===== src/rtl/hamming_scrub_ctrl_pkg.sv =====
// Shared types and constants for the Hamming-protected scrub controller.
// The syndrome-to-position table covers codeword positions 1..7 (bit index = position-1).
package hamming_scrub_ctrl_pkg;

    localparam int CW_W   = 7;
    localparam int DATA_W = 4;
    localparam int SYN_W  = 3;

    typedef enum logic [2:0] {
        ST_IDLE     = 3'd0,
        ST_HOST_RD  = 3'd1,
        ST_HOST_RSP = 3'd2,
        ST_SCRUB_RD = 3'd3,
        ST_SCRUB_WB = 3'd4
    } state_e;

    // A nonzero syndrome names the 1-based codeword position to flip.
    function automatic logic [CW_W-1:0] syn_to_mask(input logic [SYN_W-1:0] syn);
        logic [CW_W-1:0] mask;
        mask = '0;
        case (syn)
            3'd1: mask = 7'b000_0001;
            3'd2: mask = 7'b000_0010;
            3'd3: mask = 7'b000_0100;
            3'd4: mask = 7'b000_1000;
            3'd5: mask = 7'b001_0000;
            3'd6: mask = 7'b010_0000;
            3'd7: mask = 7'b100_0000;
            default: mask = '0;
        endcase
        return mask;
    endfunction

endpackage


===== src/rtl/hamming_decoder.sv =====
// (7,4) Hamming decoder: corrects the bit named by the syndrome, flags any nonzero syndrome.
module hamming_decoder
    import hamming_scrub_ctrl_pkg::*;
(
    input  logic [CW_W-1:0]   cw,
    output logic [DATA_W-1:0] data,
    output logic              err
);

    logic [SYN_W-1:0] syn;
    logic [CW_W-1:0]  fixed;

    always_comb begin
        syn[0] = cw[0] ^ cw[2] ^ cw[4] ^ cw[6];
        syn[1] = cw[1] ^ cw[2] ^ cw[5] ^ cw[6];
        syn[2] = cw[3] ^ cw[4] ^ cw[5] ^ cw[6];
        fixed  = cw ^ syn_to_mask(syn);
        data   = {fixed[6], fixed[5], fixed[4], fixed[2]};
        err    = |syn;
    end

endmodule


===== src/rtl/hamming_encoder.sv =====
// (7,4) even-parity Hamming encoder: codeword = {d3,d2,d1,p4,d0,p2,p1}.
module hamming_encoder (
    input  logic [3:0] data,
    output logic [6:0] codeword
);

    always_comb begin
        codeword[0] = data[0] ^ data[1] ^ data[3];
        codeword[1] = data[0] ^ data[2] ^ data[3];
        codeword[2] = data[0];
        codeword[3] = data[1] ^ data[2] ^ data[3];
        codeword[4] = data[1];
        codeword[5] = data[2];
        codeword[6] = data[3];
    end

endmodule


===== src/rtl/hamming_scrub_ctrl.sv =====
// Hamming-protected codeword store with host port, raw debug write port and background scrubber.
// Define SCRUB_EN to build the scrubber; otherwise scrub_busy is tied low.
module hamming_scrub_ctrl
    import hamming_scrub_ctrl_pkg::*;
#(
    parameter int DEPTH          = 16,
    parameter int SCRUB_INTERVAL = 64
) (
    input  logic                     clk,
    input  logic                     rst,
    input  logic                     req_valid,
    output logic                     req_ready,
    input  logic                     req_we,
    input  logic [$clog2(DEPTH)-1:0] req_addr,
    input  logic [3:0]               req_wdata,
    output logic                     rsp_valid,
    output logic [3:0]               rsp_rdata,
    output logic                     rsp_err_corr,
    input  logic                     dbg_we,
    input  logic [$clog2(DEPTH)-1:0] dbg_addr,
    input  logic [6:0]               dbg_cw,
    output logic                     scrub_busy,
    output logic [7:0]               corr_count
);

    localparam int AW = $clog2(DEPTH);

    state_e              state_q, state_d;
    logic [AW-1:0]       addr_q, addr_d;
    logic                rsp_valid_q, rsp_valid_d;
    logic [DATA_W-1:0]   rsp_rdata_q, rsp_rdata_d;
    logic                rsp_err_q, rsp_err_d;
    logic [7:0]          corr_q, corr_d;
    logic [CW_W-1:0]     mem_q [DEPTH];

    logic                host_wr;
    logic                inc_corr;
    logic [CW_W-1:0]     host_cw;
    logic [CW_W-1:0]     dec_cw;
    logic [DATA_W-1:0]   dec_data;
    logic                dec_err;

    hamming_encoder u_enc_host (
        .data     (req_wdata),
        .codeword (host_cw)
    );

    hamming_decoder u_dec (
        .cw   (dec_cw),
        .data (dec_data),
        .err  (dec_err)
    );

`ifdef SCRUB_EN
    localparam int CNT_W = (SCRUB_INTERVAL > 1) ? $clog2(SCRUB_INTERVAL) : 1;

    logic [AW-1:0]     ptr_q, ptr_d;
    logic [CNT_W-1:0]  cnt_q, cnt_d;
    logic              pending_q, pending_d;
    logic [DATA_W-1:0] wb_data_q, wb_data_d;
    logic [CW_W-1:0]   wb_cw;
    logic              scrub_wr;

    hamming_encoder u_enc_wb (
        .data     (wb_data_q),
        .codeword (wb_cw)
    );

    assign dec_cw     = (state_q == ST_SCRUB_RD) ? mem_q[ptr_q] : mem_q[addr_q];
    assign scrub_busy = (state_q == ST_SCRUB_RD) || (state_q == ST_SCRUB_WB);

    // Interval counter runs only while idle; a new expiry re-arms pending even as it is served.
    always_comb begin
        cnt_d     = cnt_q;
        pending_d = pending_q;
        if (state_q == ST_IDLE && !req_valid && pending_q) begin
            pending_d = 1'b0;
        end
        if (state_q == ST_IDLE) begin
            if (cnt_q == CNT_W'(SCRUB_INTERVAL - 1)) begin
                cnt_d     = '0;
                pending_d = 1'b1;
            end else begin
                cnt_d = cnt_q + 1'b1;
            end
        end
    end
`else
    logic unused_interval;

    assign unused_interval = (SCRUB_INTERVAL > 0);
    assign dec_cw          = mem_q[addr_q];
    assign scrub_busy      = 1'b0;
`endif

    always_comb begin
        state_d     = state_q;
        addr_d      = addr_q;
        rsp_valid_d = 1'b0;
        rsp_rdata_d = rsp_rdata_q;
        rsp_err_d   = rsp_err_q;
        corr_d      = corr_q;
        host_wr     = 1'b0;
        inc_corr    = 1'b0;
`ifdef SCRUB_EN
        ptr_d       = ptr_q;
        wb_data_d   = wb_data_q;
        scrub_wr    = 1'b0;
`endif
        case (state_q)
            ST_IDLE: begin
                if (req_valid) begin
                    if (req_we) begin
                        host_wr = 1'b1;
                    end else begin
                        addr_d  = req_addr;
                        state_d = ST_HOST_RD;
                    end
                end
`ifdef SCRUB_EN
                else if (pending_q) begin
                    state_d = ST_SCRUB_RD;
                end
`endif
            end
            ST_HOST_RD: state_d = ST_HOST_RSP;
            ST_HOST_RSP: begin
                rsp_valid_d = 1'b1;
                rsp_rdata_d = dec_data;
                rsp_err_d   = dec_err;
                inc_corr    = dec_err;
                state_d     = ST_IDLE;
            end
`ifdef SCRUB_EN
            ST_SCRUB_RD: begin
                wb_data_d = dec_data;
                if (dec_err) begin
                    state_d = ST_SCRUB_WB;
                end else begin
                    ptr_d   = ptr_q + 1'b1;
                    state_d = ST_IDLE;
                end
            end
            ST_SCRUB_WB: begin
                scrub_wr = 1'b1;
                inc_corr = 1'b1;
                ptr_d    = ptr_q + 1'b1;
                state_d  = ST_IDLE;
            end
`endif
            default: state_d = ST_IDLE;
        endcase
        if (inc_corr && corr_q != 8'hFF) begin
            corr_d = corr_q + 8'd1;
        end
    end

    always_ff @(posedge clk) begin
        if (rst) begin
            state_q     <= ST_IDLE;
            rsp_valid_q <= 1'b0;
            rsp_rdata_q <= '0;
            rsp_err_q   <= 1'b0;
            corr_q      <= '0;
`ifdef SCRUB_EN
            ptr_q       <= '0;
            cnt_q       <= '0;
            pending_q   <= 1'b0;
`endif
        end else begin
            state_q     <= state_d;
            rsp_valid_q <= rsp_valid_d;
            rsp_rdata_q <= rsp_rdata_d;
            rsp_err_q   <= rsp_err_d;
            corr_q      <= corr_d;
`ifdef SCRUB_EN
            ptr_q       <= ptr_d;
            cnt_q       <= cnt_d;
            pending_q   <= pending_d;
`endif
        end
        addr_q <= addr_d;
`ifdef SCRUB_EN
        wb_data_q <= wb_data_d;
`endif
    end

    // Storage is never reset; the raw debug write is last so it wins any same-address collision.
    always_ff @(posedge clk) begin
        if (!rst && host_wr) begin
            mem_q[req_addr] <= host_cw;
        end
`ifdef SCRUB_EN
        if (!rst && scrub_wr) begin
            mem_q[ptr_q] <= wb_cw;
        end
`endif
        if (dbg_we) begin
            mem_q[dbg_addr] <= dbg_cw;
        end
    end

    assign req_ready    = (state_q == ST_IDLE);
    assign rsp_valid    = rsp_valid_q;
    assign rsp_rdata    = rsp_rdata_q;
    assign rsp_err_corr = rsp_err_q;
    assign corr_count   = corr_q;

endmodule


===== config.mk =====
export PLATFORM = sky130hd
export DESIGN_NAME = hamming_scrub_ctrl
export DESIGN_NICKNAME = d
export VERILOG_FILES = /design/src/rtl/hamming_scrub_ctrl_pkg.sv /design/src/rtl/hamming_decoder.sv /design/src/rtl/hamming_encoder.sv /design/src/rtl/hamming_scrub_ctrl.sv
export SDC_FILE = /design/constraint.sdc
export NUM_CORES = 1
export LEC_CHECK = 0
export CELL_PAD_IN_SITES_DETAIL_PLACEMENT = 0
export CELL_PAD_IN_SITES_GLOBAL_PLACEMENT = 1
export CORE_ASPECT_RATIO = 1.75
export CORE_MARGIN = 2
export CORE_UTILIZATION = 46
export DETAILED_ROUTE_END_ITERATION = 16
export HOLD_SLACK_MARGIN = 0.15
export PLACE_DENSITY_LB_ADDON = 0.15
export SLEW_MARGIN = 20
export SYNTH_ARGS = -nofsm -noshare
export SYNTH_HDL_FRONTEND = slang
export SYNTH_HIERARCHICAL = 1
export SYNTH_SLANG_ARGS = --single-unit
export TNS_END_PERCENT = 5

===== constraint.sdc =====
create_clock -name clk -period 3.1 [get_ports clk]
set_input_delay 0.31 -clock clk [delete_from_list [all_inputs] [get_ports clk]]
set_output_delay 0.31 -clock clk [all_outputs]
set_load 0.01 [all_outputs]

==> results of run 1 <==
==> timing repair <==
item	CTS	global route
endpoints found under the setup margin	5	8
pin swaps	1	2
resized for setup	6	6
hold buffers	0	0
endpoints found under the hold margin	0	0
buffers inserted	0	3
==> worst min-delay path, delay by kind of cell, from the launching register on <==
family           cells  cell delay (ns)
AND/OR/NAND/NOR      1             0.05
AO/OA/AOI/OAI        1             0.05
flip-flops           1             0.31
==> cells in the final DEF (no fill, tap or decap), types with 12 or more instances in the layout <==
| cell type | n |
|---|---|
| clkbuf_16 | 17 |
| mux2_2 | 109 |
| edfxtp_1 | 116 |
| mux4_2 | 28 |
| nand2b_1 | 12 |
| dfxtp_1 | 19 |
| buf_4 | 49 |
| nand2_1 | 19 |
| clkdlybuf4s50_1 | 38 |
| nor2b_1 | 13 |
==> registers in the layout, summed over array words and instances (netlist names), named ones only <==
| signal | flops |
|---|---|
| addr_q | 4 |
| state_q | 2 |
| corr_count | 8 |
| rsp_rdata | 4 |
| rsp_valid | 1 |
| mem_q | 112 |
| rsp_err_corr | 1 |
==> final cells by class <==
class / count / area, um2
inverter: 1 / 3.754
sequential: 136 / 3887
multi-input combinational: 325 / 3282
fill: 1277 / 6908
timing repair buffer: 90 / 808.3
tap: 189 / 236.5
clock buffer: 17 / 425.4
clock inverter: 15 / 247.7
==> metrics by stage <==
stage,cell area [um2],util [%],std cells,setup TNS [ns],power (uW)
finish,8891,56.28,773,-0.02222,5192
detailed placement,8150,51.59,738,-0.2029,2892
CTS,8848,56.01,770,-0.007298,5206
global route,8891,56.28,773,-0.6095,5360
global placement,8150,51.59,738,-0.1086,2874
floorplan,7371,-,507,0,2622
==> per-layer routing <==
metal	wire length, um	vias to the layer above
met4	911	0
li1	-	2110
met3	614	42
met1	6575	2314
met5	0	-
met2	10530	119
==> power breakdown <==
group	internal (uW)	switching [uW]	leakage, uW
sequential	2050	14.7	0.00121
clock	1510	812	0.000320
combinational	409	396	0.00151
total	3970	1220	0.00304
==> cells by family (layout without fill, tap and decap cells) <==
group,Yosys count,count (layout),synth area share [%]
buf+inv,46,123,3.200
mux,150,150,27.60
compound gates,57,57,5.227
other cells,1,1,0.05102
flops,136,136,52.84
xor+xnor,13,13,2.452
fa+ha+maj,1,1,0.1702
simple gates,103,103,8.461
==> path summary, 6_finish.rpt <==
path                                end  slack (ns)  cells after the start
min reg2reg   rsp_rdata[2]$_SDFFE_PP0P_        0.45                      2
max reg2reg  corr_count[4]$_SDFFE_PP0P_       -0.02                     11
min           rsp_rdata[2]$_SDFFE_PP0P_        0.45                      2
max          corr_count[4]$_SDFFE_PP0P_       -0.02                     11
==> impl_metrics.tcl, run 1 <==
set metrics [dict create \
    cts_tree "built" \
    htreeDepth 4 \
    path_clk_slew_ns 0.06 \
    ant_nets 0 \
    synth_top_area_cell "edfxtp_1" \
    clock_sinks 136 \
    use_met3_pct 4.510 \
    drt-initial-drc-count 296 \
    pre_cts_slack_ns -0.07685 \
    outcome "complete, but fails checks" \
    hold_slack_ns 0.4531 \
    syn_area_um2 7350 \
    top_usage_layer "met2" \
    hold_viol 0 \
    async_flop_share_pct 0 \
    drive_above_1_share_pct 44.35 \
    ys_types 59 \
    worst-path-buf-inv 2 \
    critPathRequiredTime_ns 3.41 \
    critical_path.top_delay_family "multiplexers" \
    violations "setup timing" \
    synthTopCellsByArea "edfxtp_1, mux2_2, mux4_2" \
    ir_worst_vdd_mv 0.3094 \
    synth_warnings 6 \
    final-max-slew-violation-count 0 \
    use_met2_pct 42.89 \
    synth_area_per_cell_um2 14.50 \
    slew_headroom_pct 40.27 \
    num_rows 61 \
    portBuffers 38 \
    period_needed_ns 3.122 \
    fmax_mhz 320.3 \
    clk_path_buf_depth 2 \
    grt_overflow_total 0 \
    critPathKind "reg2reg" \
    synth-edff-count 116 \
    yosysSeqAreaShare_pct 52.84 \
    crit_path_max_fanout 15 \
    setup_viol 1 \
    coreArea_um2 15800 \
    fin_crit_sh_pct 100.7 \
    cp_slowest_cell "mux4_2" \
    worstHoldStart "rsp_rdata[2]$_SDFFE_PP0P_" \
    worstMarginPinSlew_ns 0.8940 \
    die-width_um 99.55 \
    cp_data_arrival_time_ns 3.43 \
    max-cap-violations 0 \
    ys_top_cells_by_count "edfxtp_1, mux2_2, mux4_2" \
    pin_count 40 \
    ys.flop_type "edfxtp_1" \
    synth_most_common_cell "edfxtp_1" \
    die-area_um2 17040 \
    synth_seq_cells 136 \
    hp-class "reg2reg" \
    initial_core_util_pct 46.52 \
    gp_congestion 0.8753 \
    die_height_um 171.2 \
    root_buffer "clkbuf_16" \
    post-route-worst-setup-slack_ns -0.02222 \
    p_leak_uw 0.003039 \
    final_net_count 596 \
    post_drt_wl_per_cell_um 24.11 \
    clk_latency_ns 0.42 \
    diodes 0 \
    cts_made_buffers 17 \
    antenna_found_initial 0 \
    grt_util_all_layers_pct 23.00 \
    synth_top_area_share_pct 47.40 \
    use_met1_pct 23.93 \
    post-dp-hpwl_mm 13.70 \
    wl_mm 18.64 \
    firstDrtPassIters 4 \
    viasPerCell 5.931 \
    critPathCaptureType "flip-flop" \
    syn-num-nets 532 \
    crit_chain "buf_12, mux4_2, a22oi_1, nand2_2, xnor3_1, xor2_1, o21ai_1, buf_4, nand3b_1, a211oi_2, mux2_2" \
    syn2layout_area_growth_pct 20.97 \
    power_density_nw_per_um2 583.9 \
    rsz0062_at_grt "yes" \
    critPathLaunchType "flip-flop" \
    grt_pass1_vias 4903 \
    grt_pass1_wl_mm 28.62 \
    syn_inst 507 \
    drc 0 \
    vias 4585 \
    grt_max_degree 29 \
    fin_skew_ns 0.008137 \
    max_stage_delay_ns 0.51 \
]
Power figures use the tool's default switching activity.
==> inputs of run 2 (changes only) <==
--- a/config.mk
+++ b/config.mk
@@ -9,7 +9,7 @@
 export CELL_PAD_IN_SITES_GLOBAL_PLACEMENT = 1
 export CORE_ASPECT_RATIO = 1.75
 export CORE_MARGIN = 2
-export CORE_UTILIZATION = 46
+export CORE_UTILIZATION = 49
 export DETAILED_ROUTE_END_ITERATION = 16
 export HOLD_SLACK_MARGIN = 0.15
 export PLACE_DENSITY_LB_ADDON = 0.15
==> constraint.sdc (replaced) <==
create_clock -name clk -period 3 [get_ports clk]
set_input_delay 0.3 -clock clk [delete_from_list [all_inputs] [get_ports clk]]
set_output_delay 0.3 -clock clk [all_outputs]
set_load 0.01 [all_outputs]
==> run 2 against run 1 <==
The run still ends with setup timing left. Fmax up 0.55%. Worst hold slack improved by 0.0010 ns. Clock skew increased by 0.0096 ns. Core utilization is 5.0 points higher. Count of clock-buffer cells in the layout rose by 5.
==> impl_metrics.tcl, run 2 (synthesis gave the netlist of run 1 again) <==
set metrics [dict create \
    final_net_count 603 \
    final_cell_mix "edfxtp_1, mux2_2, buf_4, clkdlybuf4s50_1, mux4_2" \
    die-width_um 96.58 \
    slew_headroom_pct 22.62 \
    largest_reg_flops 112 \
    critPathCaptureType "flip-flop" \
    wl_mm 19.42 \
    period_needed_ns 3.105 \
    max_stage_delay_ns 0.51 \
    viasPerCell 6.190 \
    top_register "mem_q" \
    combPwrFrac_pct 18.1 \
    timing.reg2reg.setup_slack_ns -0.10 \
    portBuffers 38 \
    ir_worst_vdd_mv 0.3731 \
    setup_viol 6 \
    hold_slack_ns 0.4542 \
    syn2layout_area_growth_pct 23.17 \
    post-route-worst-setup-slack_ns -0.1050 \
    clk_latency_ns 0.42 \
    p_sw_uw 1270 \
    crit_path_end "corr_count[0]$_SDFFE_PP0P_" \
    cts_made_buffers 17 \
    critPathLaunchType "flip-flop" \
    p_int_uw 3950 \
    rsz0062_at_grt "yes" \
    root_buffer "clkbuf_16" \
    coreArea_um2 14760 \
    rr_endpoint "corr_count[0]$_SDFFE_PP0P_" \
    grt_pass1_vias 4925 \
    ant_nets 0 \
    hold_viol 0 \
    worstMarginPinSlew_ns 1.149 \
    critPathRequiredTime_ns 3.31 \
    p_clk_share_pct 41.1 \
    vias 4791 \
    drt-initial-drc-count 419 \
    p_leak_uw 0.003101 \
    die-area_um2 16030 \
    gp_congestion 0.8143 \
    post-dp-hpwl_mm 13.38 \
    fill_cells 1148 \
    crit_path_max_fanout 6 \
    p_sw_share_pct 24.33 \
    hp-class "reg2reg" \
    cp_slowest_cell "mux4_2" \
    diodes 0 \
    grt_util_all_layers_pct 25.62 \
    drive_above_1_share_pct 46.70 \
    grt_overflow_total 0 \
    violations "setup timing" \
    fin_skew_ns 0.01776 \
    critical_path.top_delay_family "multiplexers" \
    final_common_cell "edfxtp_1" \
    cp_data_arrival_time_ns 3.42 \
    final-max-slew-violation-count 0 \
    initial_core_util_pct 49.78 \
    grt_max_degree 29 \
    num_rows 59 \
    fmax_mhz 322.1 \
    post_drt_wl_per_cell_um 25.09 \
    pin_count 40 \
    htreeDepth 4 \
    reg2reg_depth 12 \
    max-cap-violations 0 \
    fin_crit_sh_pct 103.5 \
    cts_hold_buf 0 \
    path_clk_slew_ns 0.06 \
    final_util_pct 61.31 \
    antenna_found_initial 0 \
    pwr-share-seq_pct 40.8 \
    clock_sinks 136 \
    clk_path_buf_depth 2 \
    grt_pass1_wl_mm 29.24 \
    die_height_um 166.0 \
    drc 0 \
    firstDrtPassIters 5 \
    cts_tree "built" \
    worst-path-buf-inv 3 \
    outcome "complete, but fails checks" \
    critPathKind "reg2reg" \
    power_density_nw_per_um2 576.6 \
    path_depth 12 \
    crit_chain "buf_12, buf_12, mux4_2, a22oi_2, nand2_2, xnor3_1, xor2_1, o21ai_2, buf_6, nand3b_1, a21oi_2, mux2_2" \
    cpMostUsedCell "buf_12" \
]
==> run 2: cell count changes in the layout (fill, tap and decap cells not counted), sizes merged <==
cell and delta:
bufinv -4, buf +7, clkinv +2, clkbuf +5, inv -2, clkinvlp -1
==> run 2: worst min path at each step <==
stage / startpoint / slack, ns / depth (start not counted) / end
after CTS: rsp_rdata[1]$_SDFFE_PP0P_ / 0.46 / 2 / rsp_rdata[1]$_SDFFE_PP0P_
after floorplan: req_addr[0] / 0.40 / 0 / addr_q[0]$_DFFE_PP_
after global routing: rsp_err_corr$_SDFFE_PP0P_ / 0.48 / 2 / rsp_err_corr$_SDFFE_PP0P_
after detailed placement: rsp_rdata[1]$_SDFFE_PP0P_ / 0.45 / 2 / rsp_rdata[1]$_SDFFE_PP0P_
after global placement: rsp_rdata[1]$_SDFFE_PP0P_ / 0.45 / 2 / rsp_rdata[1]$_SDFFE_PP0P_
final: rsp_rdata[1]$_SDFFE_PP0P_ / 0.45 / 2 / rsp_rdata[1]$_SDFFE_PP0P_
==> run 2: per-layer routing <==
metal	up-vias	wire length, um	track usage, %
met3	30	798	4.265
met4	0	447	7.838
met2	149	11420	48.31
met1	2476	6751	28.31
li1	2136	-	-
met5	-	0	0
==> run 2: power by group through the flow <==
stage / registers [uW] / logic [uW] / clock network, uW
6_report: 2130 / 942 / 2150
5_1_grt: 2130 / 1010 / 2260
4_1_cts: 2130 / 897 / 2170
3_5_place_dp: 2170 / 822 / 0
3_3_place_gp: 2170 / 803 / 0
2_1_floorplan: 2160 / 547 / 0
==> run 2: area by class of cell <==
cell class              count  area (um2)  share of cell area, %
inverters                   1       3.754                0.04147
multi-input cells         325        3363                  37.15
clock inverters            10       115.1                  1.272
well taps                 183       229.0                  2.529
repair buffers             97       957.2                  10.57
flip-flops and latches    136        3887                  42.94
clock buffers              22       496.7                  5.487
==> run 2: stage by stage <==
stage / setup TNS (ns) / cells / worst slack, ns / instance area, um2 / power (uW)
3_5_place_dp: -0.5302 / 730 / -0.1486 / 8128 / 2991
3_3_place_gp: -0.3374 / 730 / -0.1218 / 8128 / 2970
4_1_cts: -0.3108 / 772 / -0.1268 / 8974 / 5202
2_1_floorplan: 0 / 507 / 0.002688 / 7376 / 2712
6_report: -0.4405 / 774 / -0.1050 / 9052 / 5220
5_1_grt: -1.622 / 774 / -0.2244 / 9052 / 5394
==> run 2: repair_timing <==
item                                    CTS  global route
cloned                                    3             0
endpoints found under the setup margin    7            13
resized for setup                        20            13
pin swaps                                11             7
buffers inserted                          7             2
==> run 2: worst min-delay path, delay by kind of cell (launching register included) <==
family             cells  cell delay, ns
AOI/OAI and AO/OA      1            0.05
DFF                    1            0.31
and+or+nand+nor        1            0.05
==> inputs of run 3 (changes only) <==
--- a/config.mk
+++ b/config.mk
@@ -16,6 +16,5 @@
 export SLEW_MARGIN = 20
 export SYNTH_ARGS = -nofsm -noshare
 export SYNTH_HDL_FRONTEND = slang
-export SYNTH_HIERARCHICAL = 1
 export SYNTH_SLANG_ARGS = --single-unit
 export TNS_END_PERCENT = 5
==> run 3 against run 2 <==
The run now ends clean. Worst hold slack improved by 0.017 ns. Critical path depth decreased by 2. Setup slack better by 0.19 ns. Flip-flop and latch count stayed put. First-iteration DRC count fell by 6.2%. Register-to-register slack improved by 0.19 ns. Synthesized cell count grew 2.8%. Wire length is 1.4% lower. Cell area shrank 3.0%. Power decreased by 2.9%. Area after synthesis down 3.0%.
==> impl_metrics.tcl, run 3 <==
set metrics [dict create \
    syn2layout_area_growth_pct 23.09 \
    viasPerCell 5.946 \
    fin_skew_ns 0.009942 \
    ir_worst_vdd_mv 0.5608 \
    fmax_mhz 343.0 \
    p_total_uw 5069 \
    drt-initial-drc-count 393 \
    worstMarginPinSlew_ns 1.034 \
    pre_cts_slack_ns -0.05370 \
    post-dp-hpwl_mm 13.70 \
    final_cell_mix "edfxtp_1, mux2_2, buf_4, nand2_1, clkdlybuf4s50_1" \
    ys_top_cells_by_count "edfxtp_1, mux2_2, nand2_1" \
    final_common_cell "edfxtp_1" \
    synth_top_area_cell "edfxtp_1" \
    cts_made_buffers 17 \
    power_density_nw_per_um2 577.5 \
    synth_area_per_cell_um2 13.69 \
    antenna_found_initial 0 \
    root_buffer "clkbuf_16" \
    synth-edff-count 116 \
    cp_data_arrival_time_ns 3.24 \
    p_leak_uw 0.003020 \
    portBuffers 38 \
    async_flop_share_pct 0 \
    post-route-worst-setup-slack_ns 0.08455 \
    yosysSeqAreaShare_pct 54.47 \
    largest_reg_flops 112 \
    syn-num-nets 546 \
    cts_tree "built" \
    hold_viol 0 \
    fill_cells 1146 \
    hp-class "reg2reg" \
    critPathLaunchType "flip-flop" \
    cpMostUsedCell "buf_4" \
    period_needed_ns 2.915 \
    firstDrtPassIters 4 \
    slew_headroom_pct 30.56 \
    final_net_count 628 \
    synth_top_area_share_pct 48.85 \
    synth_seq_cells 136 \
    synthTopCellsByArea "edfxtp_1, mux2_2, dfxtp_1" \
    outcome "finished, final reports clean" \
    diodes 0 \
    clock_sinks 136 \
    cts_hold_buf 0 \
    gp_congestion 0.8756 \
    die_height_um 163.6 \
    clk_latency_ns 0.41 \
    top_register "mem_q" \
    fin_crit_sh_pct 97.18 \
    syn_area_um2 7131 \
    drive_above_1_share_pct 36.53 \
    pin_count 40 \
    syn_inst 521 \
    grt_pass1_wl_mm 28.18 \
    crit_path_max_fanout 10 \
    placed_area_um2 7976 \
    max-cap-violations 0 \
    postLayoutCellArea_um2 8777 \
    setup_viol 0 \
    post_drt_wl_per_cell_um 24.05 \
    critPathCaptureType "flip-flop" \
    drc 0 \
    grt_util_all_layers_pct 25.74 \
    path_clk_slew_ns 0.06 \
    max_stage_delay_ns 0.63 \
    synth_most_common_cell "edfxtp_1" \
    critPathRequiredTime_ns 3.33 \
    die-width_um 95.19 \
    coreArea_um2 14300 \
    final-max-slew-violation-count 0 \
    cp_slowest_cell "mux4_1" \
    grt_pass1_vias 4812 \
    grt_overflow_total 0 \
    die-area_um2 15570 \
    grt_max_degree 25 \
    critPathKind "reg2reg" \
    htreeDepth 4 \
    ant_nets 0 \
    vias 4733 \
    crit_chain "buf_6, mux4_1, nand2_2, nand3_2, xor2_4, buf_4, xnor2_4, buf_4, or3b_1, a211oi_1" \
    ys_types 47 \
    clk_path_buf_depth 2 \
    wl_mm 19.15 \
    num_rows 58 \
    synth_warnings 0 \
    ys.flop_type "edfxtp_1" \
    timing.reg2reg.setup_slack_ns 0.08 \
    initial_core_util_pct 49.88 \
    setup_tns_ns 0 \
]
## run 3: per-stage QoR
step | instances | utilization (%) | hold slack, ns
after floorplan | 521 | - | 0.3793
after detailed placement | 753 | 55.79 | 0.4636
after CTS | 787 | 59.99 | 0.4709
final | 796 | 61.40 | 0.4710
after global placement | 753 | 55.79 | 0.4547
after global routing | 796 | 61.40 | 0.4890
## run 3: final timing paths
path	from	to	cells past startpoint
max	flip-flop	rsp_rdata[0]$_SDFFE_PP0P_	10
min	state_q[1]$_SDFFE_PP0P_	state_q[1]$_SDFFE_PP0P_	1
max reg2reg	flip-flop	rsp_rdata[0]$_SDFFE_PP0P_	10
min reg2reg	state_q[1]$_SDFFE_PP0P_	state_q[1]$_SDFFE_PP0P_	1
## run 3: cells by family after synthesis
logic type / share of synthesized area [%]
adder cells (fa/ha/maj): 0.1754
AND/OR/NAND/NOR: 9.756
flip-flops: 54.47
buffers and inverters: 2.597
other: 0.05259
XOR/XNOR: 2.755
multiplexers: 24.41
AO/OA/AOI/OAI: 5.790
## run 3: where the power goes
group | switching (uW) | internal, uW
clock | 827 | 1180
combinational | 492 | 434
sequential | 18.1 | 2110
total | 1340 | 3730
## run 3: final cells by class
cell class / count / area, um2 / share of cell area, %
Clock buffer: 20 / 489.2 / 5.574
Clock inverter: 12 / 83.83 / 0.9551
Inverter: 1 / 3.754 / 0.04277
Multi-Input combinational cell: 347 / 3183 / 36.27
Sequential cell: 136 / 3887 / 44.29
Tap cell: 180 / 225.2 / 2.566
Timing Repair Buffer: 100 / 904.6 / 10.31
## run 3: repair_timing
action / 4_1_cts / 5_1_grt
setup endpoints to repair: 13 / 12
buffers inserted: 2 / 8
cloned: 0 / 1
resized for setup: 2 / 20
pin swaps: 1 / 5
## run 3: worst max-delay path: cells and delay by family (launching register included)
family	cells	cell delay, ns
xor+xnor	2	0.40
mux	1	0.63
buf+inv	3	0.50
compound gates	1	0.21
flops	1	0.41
simple gates	3	0.67
## run 3: per-layer routing
metal	global-route usage, %	vias up	wire (um)
met5	0	-	0
met4	11.73	0	933
met3	4.889	41	678
met2	47.70	158	10570
met1	27.38	2360	6961
li1	-	2174	-
